[config.mk]
export PLATFORM = sky130hd
export DESIGN_NAME = ddr_addr_gen_2d_flat
export DESIGN_NICKNAME = d
export VERILOG_FILES = /design/src/rtl/ddr_addr_gen_2d_if.sv /design/src/rtl/ddr_addr_gen_2d.sv /design/src/flat_wrapper.sv
export SDC_FILE = /design/constraint.sdc
export NUM_CORES = 1
export LEC_CHECK = 0
export ABC_CLOCK_PERIOD_IN_PS = 3320
export CAP_MARGIN = 20
export CELL_PAD_IN_SITES_DETAIL_PLACEMENT = 2
export CELL_PAD_IN_SITES_GLOBAL_PLACEMENT = 2
export CORE_ASPECT_RATIO = 0.6
export CORE_MARGIN = 2
export CORE_UTILIZATION = 29
export CTS_BUF_LIST = sky130_fd_sc_hd__clkbuf_8
export CTS_CLUSTER_DIAMETER = 60
export CTS_CLUSTER_SIZE = 24
export DETAILED_ROUTE_END_ITERATION = 8
export PLACE_DENSITY_LB_ADDON = 0.1
export SYNTH_ARGS = -nofsm -noshare
export SYNTH_HDL_FRONTEND = slang
export SYNTH_SLANG_ARGS = --single-unit
[constraint.sdc]
create_clock -name clk -period 3.32 [get_ports clk]
set_input_delay 0.664 -clock clk [delete_from_list [all_inputs] [get_ports clk]]
set_output_delay 0.664 -clock clk [all_outputs]
set_load 0.02 [all_outputs]
[src/rtl/ddr_addr_gen_2d_if.sv]
// Command and DDR request channels of the 2D address generator.
// master = generator side, slave = scheduler/controller side.
interface ddr_addr_gen_2d_if #(
    parameter int DDR_ADDR_W = 32,
    parameter int BURST_W    = 16
) ();
    logic                  cmd_valid;
    logic                  cmd_ready;
    logic [DDR_ADDR_W-1:0] st_addr;
    logic [BURST_W-1:0]    burst;
    logic [DDR_ADDR_W-1:0] step_inner;
    logic [BURST_W-1:0]    num_inner;
    logic [DDR_ADDR_W-1:0] step_outer;
    logic [BURST_W-1:0]    num_outer;
    logic                  done;
    logic [DDR_ADDR_W-1:0] ddr_addr;
    logic [BURST_W-1:0]    ddr_size;
    logic                  ddr_addr_valid;
    logic                  ddr_addr_ready;

    modport master (
        input  cmd_valid, st_addr, burst, step_inner, num_inner, step_outer, num_outer,
        input  ddr_addr_ready,
        output cmd_ready, done, ddr_addr, ddr_size, ddr_addr_valid
    );

    modport slave (
        output cmd_valid, st_addr, burst, step_inner, num_inner, step_outer, num_outer,
        output ddr_addr_ready,
        input  cmd_ready, done, ddr_addr, ddr_size, ddr_addr_valid
    );
endinterface

[src/rtl/ddr_addr_gen_2d.sv]
// Two-level strided DDR address generator: one request per burst of an outer x inner grid.
// Latency: first request the cycle after command accept; one request per cycle with ready high.
// Backpressure: request held stable until ddr_addr_ready. Macro DDR_ADDR_GEN_4K_SPLIT_EN splits 4 KB crossings.
module ddr_addr_gen_2d #(
    parameter int DDR_ADDR_W = 32,
    parameter int BURST_W    = 16
) (
    input  logic clk,
    input  logic rst_n,
    ddr_addr_gen_2d_if.master bus
);
    typedef enum logic [1:0] {
        IDLE  = 2'd0,
        RUN   = 2'd1
`ifdef DDR_ADDR_GEN_4K_SPLIT_EN
        , SPLIT = 2'd2
`endif
    } state_t;

    state_t state, state_n;

    logic [BURST_W-1:0]    burst_r;
    logic [DDR_ADDR_W-1:0] step_inner_r;
    logic [DDR_ADDR_W-1:0] step_outer_r;
    logic [BURST_W-1:0]    num_inner_r;
    logic [BURST_W-1:0]    num_outer_r;
    logic [DDR_ADDR_W-1:0] row_base;
    logic [DDR_ADDR_W-1:0] addr;
    logic [BURST_W-1:0]    inner_cnt;
    logic [BURST_W-1:0]    outer_cnt;
    logic                  zero_r;

    logic accept;
    logic adv;
    logic inner_more;
    logic outer_more;

    // Counts are nonzero whenever adv can fire, so num-1 never underflows.
    assign inner_more = inner_cnt < (num_inner_r - 1'b1);
    assign outer_more = outer_cnt < (num_outer_r - 1'b1);

`ifdef DDR_ADDR_GEN_4K_SPLIT_EN
    logic                  cross;
    logic [BURST_W-1:0]    first_size;
    logic [DDR_ADDR_W-1:0] split_addr;
    logic [BURST_W-1:0]    split_size;
    logic                  to_split;

    assign cross      = ({5'd0, addr[11:0]} + {1'b0, burst_r}) > 17'd4096;
    assign first_size = BURST_W'(13'd4096 - {1'b0, addr[11:0]});
`endif

    always_ff @(posedge clk) begin
        if (!rst_n) state <= IDLE;
        else        state <= state_n;
    end

    always_comb begin
        state_n            = state;
        accept             = 1'b0;
        adv                = 1'b0;
        bus.cmd_ready      = 1'b0;
        bus.done           = 1'b0;
        bus.ddr_addr_valid = 1'b0;
        bus.ddr_addr       = addr;
        bus.ddr_size       = burst_r;
`ifdef DDR_ADDR_GEN_4K_SPLIT_EN
        to_split           = 1'b0;
`endif
        case (state)
            IDLE: begin
                bus.cmd_ready = 1'b1;
                bus.done      = 1'b1;
                if (bus.cmd_valid) begin
                    accept  = 1'b1;
                    state_n = RUN;
                end
            end
            RUN: begin
                if (zero_r) begin
                    state_n = IDLE;
                end else begin
                    bus.ddr_addr_valid = 1'b1;
`ifdef DDR_ADDR_GEN_4K_SPLIT_EN
                    if (cross) begin
                        bus.ddr_size = first_size;
                        if (bus.ddr_addr_ready) begin
                            to_split = 1'b1;
                            state_n  = SPLIT;
                        end
                    end else
`endif
                    if (bus.ddr_addr_ready) begin
                        adv = 1'b1;
                        if (!inner_more && !outer_more) state_n = IDLE;
                    end
                end
            end
`ifdef DDR_ADDR_GEN_4K_SPLIT_EN
            SPLIT: begin
                bus.ddr_addr_valid = 1'b1;
                bus.ddr_addr       = split_addr;
                bus.ddr_size       = split_size;
                if (bus.ddr_addr_ready) begin
                    adv     = 1'b1;
                    state_n = (!inner_more && !outer_more) ? IDLE : RUN;
                end
            end
`endif
            default: state_n = IDLE;
        endcase
    end

    always_ff @(posedge clk) begin
        if (!rst_n) begin
            burst_r      <= '0;
            step_inner_r <= '0;
            step_outer_r <= '0;
            num_inner_r  <= '0;
            num_outer_r  <= '0;
            row_base     <= '0;
            addr         <= '0;
            inner_cnt    <= '0;
            outer_cnt    <= '0;
            zero_r       <= 1'b0;
        end else if (accept) begin
            burst_r      <= bus.burst;
            step_inner_r <= bus.step_inner;
            step_outer_r <= bus.step_outer;
            num_inner_r  <= bus.num_inner;
            num_outer_r  <= bus.num_outer;
            row_base     <= bus.st_addr;
            addr         <= bus.st_addr;
            inner_cnt    <= '0;
            outer_cnt    <= '0;
            zero_r       <= (bus.num_inner == '0) || (bus.num_outer == '0);
        end else if (adv) begin
            if (inner_more) begin
                addr      <= addr + step_inner_r;
                inner_cnt <= inner_cnt + 1'b1;
            end else if (outer_more) begin
                row_base  <= row_base + step_outer_r;
                addr      <= row_base + step_outer_r;
                inner_cnt <= '0;
                outer_cnt <= outer_cnt + 1'b1;
            end
        end
    end

`ifdef DDR_ADDR_GEN_4K_SPLIT_EN
    // Second half of a crossing burst starts on the next 4 KB page.
    always_ff @(posedge clk) begin
        if (!rst_n) begin
            split_addr <= '0;
            split_size <= '0;
        end else if (to_split) begin
            split_addr <= {addr[DDR_ADDR_W-1:12], 12'd0} + DDR_ADDR_W'(4096);
            split_size <= burst_r - first_size;
        end
    end
`endif
endmodule

[src/flat_wrapper.sv]
// flat-port wrapper written by rule: the top's interface ports become plain ports
module ddr_addr_gen_2d_flat 
#(
    parameter int DDR_ADDR_W = 32,
    parameter int BURST_W    = 16
)
  (clk, rst_n, bus_cmd_valid, bus_st_addr, bus_burst, bus_step_inner, bus_num_inner, bus_step_outer, bus_num_outer, bus_ddr_addr_ready, bus_cmd_ready, bus_done, bus_ddr_addr, bus_ddr_size, bus_ddr_addr_valid);
  ddr_addr_gen_2d_if #(.DDR_ADDR_W(DDR_ADDR_W), .BURST_W(BURST_W)) bus_i ();
  input  logic clk;
  input  logic rst_n;
  input wire logic [$bits(bus_i.cmd_valid)-1:0] bus_cmd_valid;
  input wire logic [$bits(bus_i.st_addr)-1:0] bus_st_addr;
  input wire logic [$bits(bus_i.burst)-1:0] bus_burst;
  input wire logic [$bits(bus_i.step_inner)-1:0] bus_step_inner;
  input wire logic [$bits(bus_i.num_inner)-1:0] bus_num_inner;
  input wire logic [$bits(bus_i.step_outer)-1:0] bus_step_outer;
  input wire logic [$bits(bus_i.num_outer)-1:0] bus_num_outer;
  input wire logic [$bits(bus_i.ddr_addr_ready)-1:0] bus_ddr_addr_ready;
  output wire logic [$bits(bus_i.cmd_ready)-1:0] bus_cmd_ready;
  output wire logic [$bits(bus_i.done)-1:0] bus_done;
  output wire logic [$bits(bus_i.ddr_addr)-1:0] bus_ddr_addr;
  output wire logic [$bits(bus_i.ddr_size)-1:0] bus_ddr_size;
  output wire logic [$bits(bus_i.ddr_addr_valid)-1:0] bus_ddr_addr_valid;
  assign bus_i.cmd_valid = bus_cmd_valid;
  assign bus_i.st_addr = bus_st_addr;
  assign bus_i.burst = bus_burst;
  assign bus_i.step_inner = bus_step_inner;
  assign bus_i.num_inner = bus_num_inner;
  assign bus_i.step_outer = bus_step_outer;
  assign bus_i.num_outer = bus_num_outer;
  assign bus_i.ddr_addr_ready = bus_ddr_addr_ready;
  assign bus_cmd_ready = bus_i.cmd_ready;
  assign bus_done = bus_i.done;
  assign bus_ddr_addr = bus_i.ddr_addr;
  assign bus_ddr_size = bus_i.ddr_size;
  assign bus_ddr_addr_valid = bus_i.ddr_addr_valid;
  ddr_addr_gen_2d #(.DDR_ADDR_W(DDR_ADDR_W), .BURST_W(BURST_W)) u_core (.clk(clk), .rst_n(rst_n), .bus(bus_i));
endmodule
After elaboration in Yosys (flattened, before gate mapping) --
Index checks and enable logic that the tools add are counted.
Word-level totals: flip-flop bits (word level) 211, input bits 148, output and inout port bits 51
Operators by class: $add $sub $neg 6, $lt $le $gt $ge 2, equality and inequality tests 5, multiplexer cells 22, bitwise logic cells 2, reductions and logical operators 17
Operators by type and width (count):
- 32-bit 2-to-1 mux | 7
- 32-bit adder | 2
- 16-bit by 1-bit adder with 16-bit output (second input constant) | 2
- 16-bit logical NOT | 2
- 16-bit less-than comparator | 2
- 16-bit 2-to-1 mux | 2
- 16-bit by 1-bit subtractor with 16-bit output (second input constant) | 2
- 3-bit AND reduction | 3
- 1-bit 2-to-1 mux | 8
- 2-bit 2-to-1 mux | 4
- 2-bit nonzero test | 3
- 2-bit one-hot mux with 2 select lines | 1
- 2-bit AND reduction | 2
- 3-bit by 1-bit inequality test with 1-bit output (second input constant) | 1
- 3-bit by 2-bit inequality test with 1-bit output (second input constant) | 1
- 3-bit nonzero test | 1
- 2-bit by 1-bit == test with 1-bit output (second input constant) | 1
- 1-bit logical NOT | 2
- 2-bit logical NOT | 1
- 2-bit by 1-bit inequality test with 1-bit output (second input constant) | 1
- 2-bit inequality test (second input constant) | 1
- 1-bit inverter | 2
- 2-bit OR reduction | 1
- 1-bit logical AND | 1
- 1-bit logical OR | 1

Depth between registers and ports, before layout --
Gate-level depths: netlist (run 1).
word-level depth 8, depth in mapped cells 19

Worst setup path before layout (run 1) --
Ideal clock, no wire load.
path kind register to register, start register u_core.num_inner_r[2], end register u_core.addr[2] (netlist: u_core.bus.ddr_addr[2]), data arrival time 3490 ps, required time 3250 ps, path slack -241 ps, cell stages (with the launch flop) 17, period minus slack after synthesis 3561 ps, path through dfxtp_1 nor2_1 nand3_1 or3_1 nand2b_1 nor4_1 xnor2_1 ha_1 a211oi_1 o21bai_1 a221oi_1 and2_1 clkbuf_1 clkbuf_1 nand2_1 a311o_1 a21oi_1
Between the ends: cells in the longest elaborated chain, start to end 5
Ends and longest elaborated chain:
- start: declaration | line ddr_addr_gen_2d.sv:25 | logic [BURST_W-1:0] num_inner_r;
- start signal: assignment | line ddr_addr_gen_2d.sv:130 | num_inner_r <= bus.num_inner;
- 16-bit by 1-bit subtractor with 16-bit output * | line ddr_addr_gen_2d.sv:39 | assign inner_more = inner_cnt < (num_inner_r - 1'b1);
- 16-bit less-than comparator * | line ddr_addr_gen_2d.sv:39
- 32-bit 2-to-1 mux | line ddr_addr_gen_2d.sv:138 | if (inner_more) begin
- 32-bit 2-to-1 mux | line ddr_addr_gen_2d.sv:137 | end else if (adv) begin
- 32-bit 2-to-1 mux | line ddr_addr_gen_2d.sv:126 | end else if (accept) begin
- end signal: assignment | line ddr_addr_gen_2d.sv:133 | addr <= bus.st_addr;
- end signal: assignment | line ddr_addr_gen_2d.sv:139 | addr <= addr + step_inner_r;
- end signal: assignment | line ddr_addr_gen_2d.sv:143 | addr <= row_base + step_outer_r;
- end: declaration | line ddr_addr_gen_2d.sv:28 | logic [DDR_ADDR_W-1:0] addr;
Mark *: on every way between the ends. The rest lies on a longest branch, timed or not. The select of a mux whose other input is x is not followed. A chain may end at the register's enable or synchronous reset.

Worst setup path after layout (run 1) --
start register u_core.num_inner_r[3], end register u_core.addr[8] (netlist: u_core.bus.ddr_addr[8])
The elaborated chain is that of the path after synthesis.

==> results of run 1 <==
==> report_power, final <==
| part | switching (mW) | leakage [nW] | total, mW | internal [mW] |
|---|---|---|---|---|
| Clock | 1.23 | 0.256 | 2.04 | 0.811 |
| Combinational | 1.32 | 5.64 | 2.27 | 0.948 |
| Sequential | 0.166 | 1.72 | 2.84 | 2.68 |
| Total | 2.72 | 7.62 | 7.15 | 4.43 |
==> kinds of logic (layout without fill, tap and decap cells) <==
| group | after synthesis | after routing | synth area share (%) |
|---|---|---|---|
| mux | 9 | 9 | 0.723 |
| buf+inv | 123 | 437 | 3.69 |
| fa+ha+maj | 98 | 98 | 9.70 |
| xor+xnor | 104 | 104 | 7.12 |
| simple gates | 681 | 681 | 23.1 |
| compound gates | 469 | 470 | 22.8 |
| flops | 210 | 210 | 32.8 |
==> placed cells by master, fill, tap and decap left out, drive strengths merged, types with 10 or more instances in the layout <==
cell,instances
clkdlybuf4s50,198
clkbuf,25
nor2,123
buf,167
o211ai,10
a211oi,15
a311oi,10
inv,42
ha,96
nor4,27
xnor2,65
nor2b,11
dfxtp,210
and3,10
a31oi,18
nor3,35
nand4,19
o21ai,77
a21o,36
a21oi,215
a221oi,10
nand2,378
xor2,39
nand3,42
==> how the worst min path moves through the flow <==
stage,from,slack [ps],depth (start not counted),to
after floorplan,u_core.step_inner_r[0]$_SDFFE_PN0P_,440,2,u_core.step_inner_r[0]$_SDFFE_PN0P_
after global placement,u_core.bus.ddr_size[5]$_SDFFE_PN0P_,440,2,u_core.bus.ddr_size[5]$_SDFFE_PN0P_
after detailed placement,u_core.bus.ddr_size[10]$_SDFFE_PN0P_,450,2,u_core.bus.ddr_size[10]$_SDFFE_PN0P_
after CTS,u_core.bus.ddr_size[12]$_SDFFE_PN0P_,470,2,u_core.bus.ddr_size[12]$_SDFFE_PN0P_
after global routing,u_core.bus.ddr_size[8]$_SDFFE_PN0P_,490,2,u_core.bus.ddr_size[8]$_SDFFE_PN0P_
final,u_core.bus.ddr_size[10]$_SDFFE_PN0P_,460,2,u_core.bus.ddr_size[10]$_SDFFE_PN0P_
==> layout make-up <==
| type | count | area, um^2 |
|---|---|---|
| Tap cell | 579 | 724 |
| Timing Repair Buffer | 366 | 3750 |
| Fill cell | 4776 | 24600 |
| Multi-Input combinational cell | 1362 | 9480 |
| Inverter | 32 | 123 |
| Clock buffer | 24 | 330 |
| Sequential cell | 210 | 4210 |
| Clock inverter | 15 | 155 |
==> sequential cells by signal, summed over array words and instances, names as in the netlist, 16 cells and up <==
register             count
u_core.outer_cnt        16
u_core.bus.ddr_addr     32
u_core.step_inner_r     32
u_core.row_base         32
u_core.bus.ddr_size     16
u_core.inner_cnt        16
u_core.num_inner_r      16
u_core.step_outer_r     32
u_core.num_outer_r      16
==> worst max-delay path: cells and delay by family (launching register included) <==
kind	cells	cell delay (ps)
xor+xnor	1	140
fa+ha+maj	1	310
compound gates	5	580
buf+inv	4	630
flops	1	350
simple gates	8	1610
==> repair_timing <==
| action | 4_1_cts | 5_1_grt |
|---|---|---|
| pin swaps | 86 | 74 |
| gates resized for setup | 218 | 129 |
| setup endpoints to repair | 96 | 97 |
| gates cloned | 7 | 1 |
| buffers inserted | 40 | 14 |
==> through the flow <==
stage	total power, mW	cell area (um^2)	hold slack, ps	util (%)
2_1_floorplan	3.87	12900	440	-
3_3_place_gp	4.76	16200	441	37.3
3_5_place_dp	4.82	16200	453	37.3
4_1_cts	7.05	18100	466	41.7
5_1_grt	7.49	18800	489	43.2
6_report	7.15	18800	462	43.2
==> per-layer routing <==
metal,up-vias,share of wire (%),global-route usage (%)
met2,371,43,39.3
met1,7126,50,39.7
met4,0,2.2,5.41
li1,6590,-,-
met3,78,5.7,5.34
met5,-,0,0
==> flow_summary_export.csv, run 1 <==
group,metric,value,unit
synth,async_flop_share,0,%
detailed_routing,vias,14200,
placement,place.gp.congestion,0.906,
setup_path,endpoint,"u_core.bus.ddr_addr[8]$_SDFFE_PN0P_",
finish,area_growth,46.7,%
sta,grt_setup_unrepaired,"yes",
setup_path,crit_type,"reg -> reg",
sta,fin_crit,3750,ps
clocking,htreeDepth,1,
setup_path,endpoint_kind,"flop",
sta,tightest_slew,1230,ps
clocking,cts_num_sinks,210,
run,cap_violations,0,
worst_hold_path,min_path_type,"reg -> reg",
synth,ys_seq_area_share,32.8,%
setup_path,cp_cell_sequence,"nor2_4 > nand3_2 > or3_4 > nor4_1 > xnor2_1 > ha_1 > nand2_1 > nor3_2 > o211ai_1 > buf_4 > a21oi_4 > nor2_4 > buf_6 > nor2_4 > buf_6 > buf_6 > a211oi_2 > a21oi_1 > a21oi_1",
detailed_routing,dr.first_iter.drc_count,880,
global_route,grt_first_pass_wirelength,94.2,mm
placement,placed_cells,2496,
clocking,clock_latency,630,ps
synth,synthTopCellsByArea,"dfxtp_1, nand2_1, ha_1, a21oi_1, xnor2_1",
sta,fin_skew,40.0,ps
sta,setup_viol,97,
die,die_width,275,um
clocking,clock_path_buffers,3,
detailed_routing,routed_wl,63.6,mm
setup_path,r2r_end,"u_core.bus.ddr_addr[8]$_SDFFE_PN0P_",
sta,timing.slew.headroom,17.9,%
sta,layout_setup_ws,-430,ps
setup_path,cpMaxStageDelayCell,"or3_4",
sta,fin_tns_setup,-30980,ps
sta,fin_crit_sh,113,%
detailed_routing,drtAntennaViolNets,0,
die,io_pins,199,
synth,synth_cells,1694,
outcome,failed_checks,"negative setup slack",
finish,drive_gt1_share,21.7,%
clocking,cts-buffers-inserted,22,
clocking,ctsHoldBuffers,0,
detailed_routing,post_drt_wl_per_cell,24.6,um
die,dieArea,0.0459,mm^2
global_route,track_usage,26.6,%
global_route,grt_overflow,0,
setup_path,required,3800,ps
setup_path,r2r_start,"u_core.num_inner_r[3]$_SDFFE_PN0P_",
synth,synthTopCellsByCount,"nand2_1, a21oi_1, dfxtp_1",
setup_path,max_stage_delay,360,ps
detailed_routing,dr.pass1.iters,5,
synth,synth.distinct_cells,75,
pwr,leakagePower,7.62,nW
global_route,grt_pass1_vias,14900,
synth,ys_warn_count,0,
setup_path,cp.arrival,4230,ps
synth,synth_edf_count,0,
die,core_area,0.0434,mm^2
global_route,grt_antenna_before_repair,0,
die,initial_core_util,29.5,%
synth,yosysMostFrequentCell,"nand2_1",
sta,slew_violations,0,
die,chipHeight,167,um
placement,hpwlAfterDp,45.3,mm
synth,synth_top_area_share,32.8,%
setup_path,startpoint,"u_core.num_inner_r[3]$_SDFFE_PN0P_",
sta,finalHoldViolations,0,
finish,n_antenna_cell,0,
synth,ys.flop_type,"dfxtp_1",
synth,ys_ff_latch,210,
die,row_count,59,
setup_path,r2r_cells,19,
detailed_routing,viasPerCell,5.47,
setup_path,critPathLaunchType,"flop",
setup_path,rrSetupSlack,-430,ps
clocking,cts_tree,"built",
pwr,powerDensity,381,mW/mm^2
synth,syn_area_per_cell,7.56,um^2
synth,synth_fp_nets,1940,
synth,netlist_area,0.0128,mm^2
pwr,ir_drop,0.222,mV
clocking,clk_pin_slew_worst_paths,110,ps
finish,layout.nets,2240,
global_route,grt_max_degree,147,
placement,dpl_worst_slack,-560,ps
clocking,root_buffer,"clkbuf_8",
sta,fmax,267,MHz
synth,post-synth-top-area-cell,"dfxtp_1",
outcome,status,"finished, violations left",
detailed_routing,drc,0,
placement,io_buffer_count,198,
setup_path,cp_max_fo,7,
finish,instances_no_fill,2588,
(Power assumes the default switching activity.)
==> inputs of run 2 (changes only) <==
--- a/config.mk
+++ b/config.mk
@@ -5,13 +5,14 @@
 export SDC_FILE = /design/constraint.sdc
 export NUM_CORES = 1
 export LEC_CHECK = 0
+export ABC_AREA = 1
 export ABC_CLOCK_PERIOD_IN_PS = 3320
 export CAP_MARGIN = 20
 export CELL_PAD_IN_SITES_DETAIL_PLACEMENT = 2
 export CELL_PAD_IN_SITES_GLOBAL_PLACEMENT = 2
 export CORE_ASPECT_RATIO = 0.6
 export CORE_MARGIN = 2
-export CORE_UTILIZATION = 29
+export CORE_UTILIZATION = 27
 export CTS_BUF_LIST = sky130_fd_sc_hd__clkbuf_8
 export CTS_CLUSTER_DIAMETER = 60
 export CTS_CLUSTER_SIZE = 24
==> flow_summary_export.csv, run 2 <==
group,metric,value,unit
synth,synth_edf_count,0,
clocking,root_buffer,"clkbuf_8",
setup_path,cp_max_fo,5,
die,dieArea,0.0571,mm^2
global_route,grt_antenna_before_repair,5,
clocking,htreeDepth,1,
clocking,clk_pin_slew_worst_paths,110,ps
setup_path,required,3830,ps
synth,synth.distinct_cells,41,
global_route,grt_max_degree,152,
sta,grt_setup_unrepaired,"yes",
setup_path,rrSetupSlack,-40,ps
die,die_width,307,um
outcome,failed_checks,"negative setup slack",
finish,post-route-util,35.5,%
global_route,grt_pass1_vias,17300,
clocking,clock_path_buffers,3,
sta,timing.slew.headroom,49.5,%
setup_path,critPathLaunchType,"flop",
clocking,ctsHoldBuffers,0,
pwr,p_total,7.98,mW
die,core_area,0.0543,mm^2
die,chipHeight,186,um
setup_path,crit_type,"reg -> reg",
detailed_routing,vias,17000,
placement,hpwlAfterDp,56.0,mm
clocking,cts_num_sinks,210,
synth,synth_cells,2478,
detailed_routing,viasPerCell,4.92,
sta,setup_viol,13,
global_route,grt_first_pass_wirelength,104,mm
setup_path,cp.arrival,3870,ps
finish,layout_common_cells,"nand2_1, nor2_1, inv_1",
die,io_pins,199,
finish,n_antenna_cell,0,
worst_hold_path,min_path_type,"reg -> reg",
sta,fin_skew,45.7,ps
sta,layout_setup_ws,-44.9,ps
detailed_routing,drc,0,
placement,place.gp.congestion,0.909,
synth,synthTopCellsByArea,"dfxtp_1, nand2_1, nor2_1, ha_1, inv_1",
setup_path,r2r_start,"u_core.num_inner_r[2]$_SDFFE_PN0P_",
synth,syn_area_per_cell,6.01,um^2
detailed_routing,dr.first_iter.drc_count,1042,
setup_path,endpoint,"u_core.row_base[15]$_SDFFE_PN0P_",
sta,finalHoldViolations,0,
global_route,track_usage,23.8,%
synth,ys_ff_latch,210,
detailed_routing,post_drt_wl_per_cell,20.5,um
outcome,status,"finished, violations left",
run,cap_violations,0,
synth,ys.flop_type,"dfxtp_1",
synth,ys_seq_area_share,28.3,%
worst_hold_path,min_from,"u_core.row_base[27]$_SDFFE_PN0P_",
finish,layout.nets,2954,
sta,fin_crit,3360,ps
finish,layout_commonest_cell,"nand2_1",
synth,post-synth-top-area-cell,"dfxtp_1",
die,row_count,66,
die,initial_core_util,27.4,%
sta,fmax,297,MHz
synth,async_flop_share,0,%
setup_path,r2r_cells,20,
setup_path,r2r_end,"u_core.row_base[15]$_SDFFE_PN0P_",
synth,synth_fp_nets,2724,
clocking,clock_latency,650,ps
sta,tightest_slew,758,ps
finish,area_growth,29.8,%
synth,netlist_area,0.0149,mm^2
synth,ys_warn_count,0,
synth,synthTopCellsByCount,"nand2_1, nor2_1, inv_1",
finish,drive_gt1_share,7.88,%
placement,io_buffer_count,198,
synth,yosysMostFrequentCell,"nand2_1",
setup_path,endpoint_kind,"flop",
detailed_routing,routed_wl,70.8,mm
sta,fin_crit_sh,101,%
sta,slew_violations,0,
setup_path,startpoint,"u_core.num_inner_r[2]$_SDFFE_PN0P_",
detailed_routing,dr.pass1.iters,5,
pwr,powerDensity,413,mW/mm^2
detailed_routing,drtAntennaViolNets,0,
clocking,cts_tree,"built",
pwr,ir_drop,0.255,mV
synth,synth_top_area_share,28.3,%
finish,fill_cells,6676,
pwr,leakagePower,9.36,nW
clocking,cts-buffers-inserted,28,
global_route,grt_overflow,0,
run 2: how the worst min path moves through the flow:
stage | endpoint | slack (ps) | cells after the start
final | u_core.row_base[27]$_SDFFE_PN0P_ | 480 | 2
after global routing | u_core.row_base[27]$_SDFFE_PN0P_ | 510 | 2
after CTS | u_core.row_base[0]$_SDFFE_PN0P_ | 490 | 2
after detailed placement | u_core.row_base[0]$_SDFFE_PN0P_ | 470 | 2
after global placement | u_core.row_base[0]$_SDFFE_PN0P_ | 460 | 2
after floorplan | u_core.row_base[13]$_SDFFE_PN0P_ | 430 | 2
run 2: layer usage:
layer  vias to the layer above  track usage, %  share of wire, %
li1                       8224               -                 -
met3                        55            2.72               6.1
met2                       321            34.6                40
met5                         -               0                 0
met4                         0            3.36               1.3
met1                      8350            37.5                53
run 2: cells by family after synthesis:
group           Yosys count  synth area share [%]
simple gates           1406                  38.4
compound gates          303                  10.4
fa+ha+maj                98                  8.34
flops                   210                  28.3
xor+xnor                 69                  4.06
buf+inv                 392                  10.6
run 2: final cells by class:
| cell class | count | area (um^2) | share of cell area (%) |
|---|---|---|---|
| clock inverters | 22 | 305 | 1.58 |
| clock buffers | 30 | 413 | 2.14 |
| repair inverters | 1 | 8.76 | 0.0453 |
| inverters | 316 | 1200 | 6.23 |
| flip-flops and latches | 210 | 4210 | 21.8 |
| well taps | 714 | 893 | 4.63 |
| repair buffers | 275 | 2890 | 15.0 |
| multi-input cells | 1876 | 9390 | 48.6 |
run 2: where the power goes:
part | switching [mW] | internal (mW) | total [mW]
clock | 1.38 | 1.24 | 2.62
sequential | 0.225 | 2.71 | 2.94
combinational | 1.45 | 0.967 | 2.42
run 2: what timing repair did:
action / CTS / global route
buffers inserted: 0 / 23
gates resized for setup: 10 / 105
endpoints found under the hold margin: 0 / 0
cloned: 0 / 7
endpoints found under the setup margin: 90 / 97
pin swaps: 0 / 22
run 2: critical path, stage by stage (launching register included):
cell and delay, ps:
dfxtp_2 340, nor2_2 110, nand2_2 90, nor3_4 210, nand3_2 140, nor4_4 270, nand3b_1 130, xor2_1 160
ha_1 320, nand4_1 140, buf_4 180, a21oi_4 140, nor2_4 70, buf_6 130, nand3_4 80, nand3_4 100
buf_12 180, buf_12 130, clkbuf_16 160, nand2_1 60, a21oi_1 60
run 2: per-stage QoR:
stage / setup slack [ps] / cells / hold WS [ps] / cell area [um^2] / TNS (ps)
2_1_floorplan: 351 / 2478 / 425 / 14900 / 0
3_3_place_gp: 77.5 / 3362 / 455 / 17900 / 0
3_5_place_dp: -207 / 3362 / 472 / 17900 / -4450
4_1_cts: 20.4 / 3414 / 485 / 18600 / 0
5_1_grt: -244 / 3444 / 507 / 19300 / -14310
6_report: -44.9 / 3444 / 482 / 19300 / -243
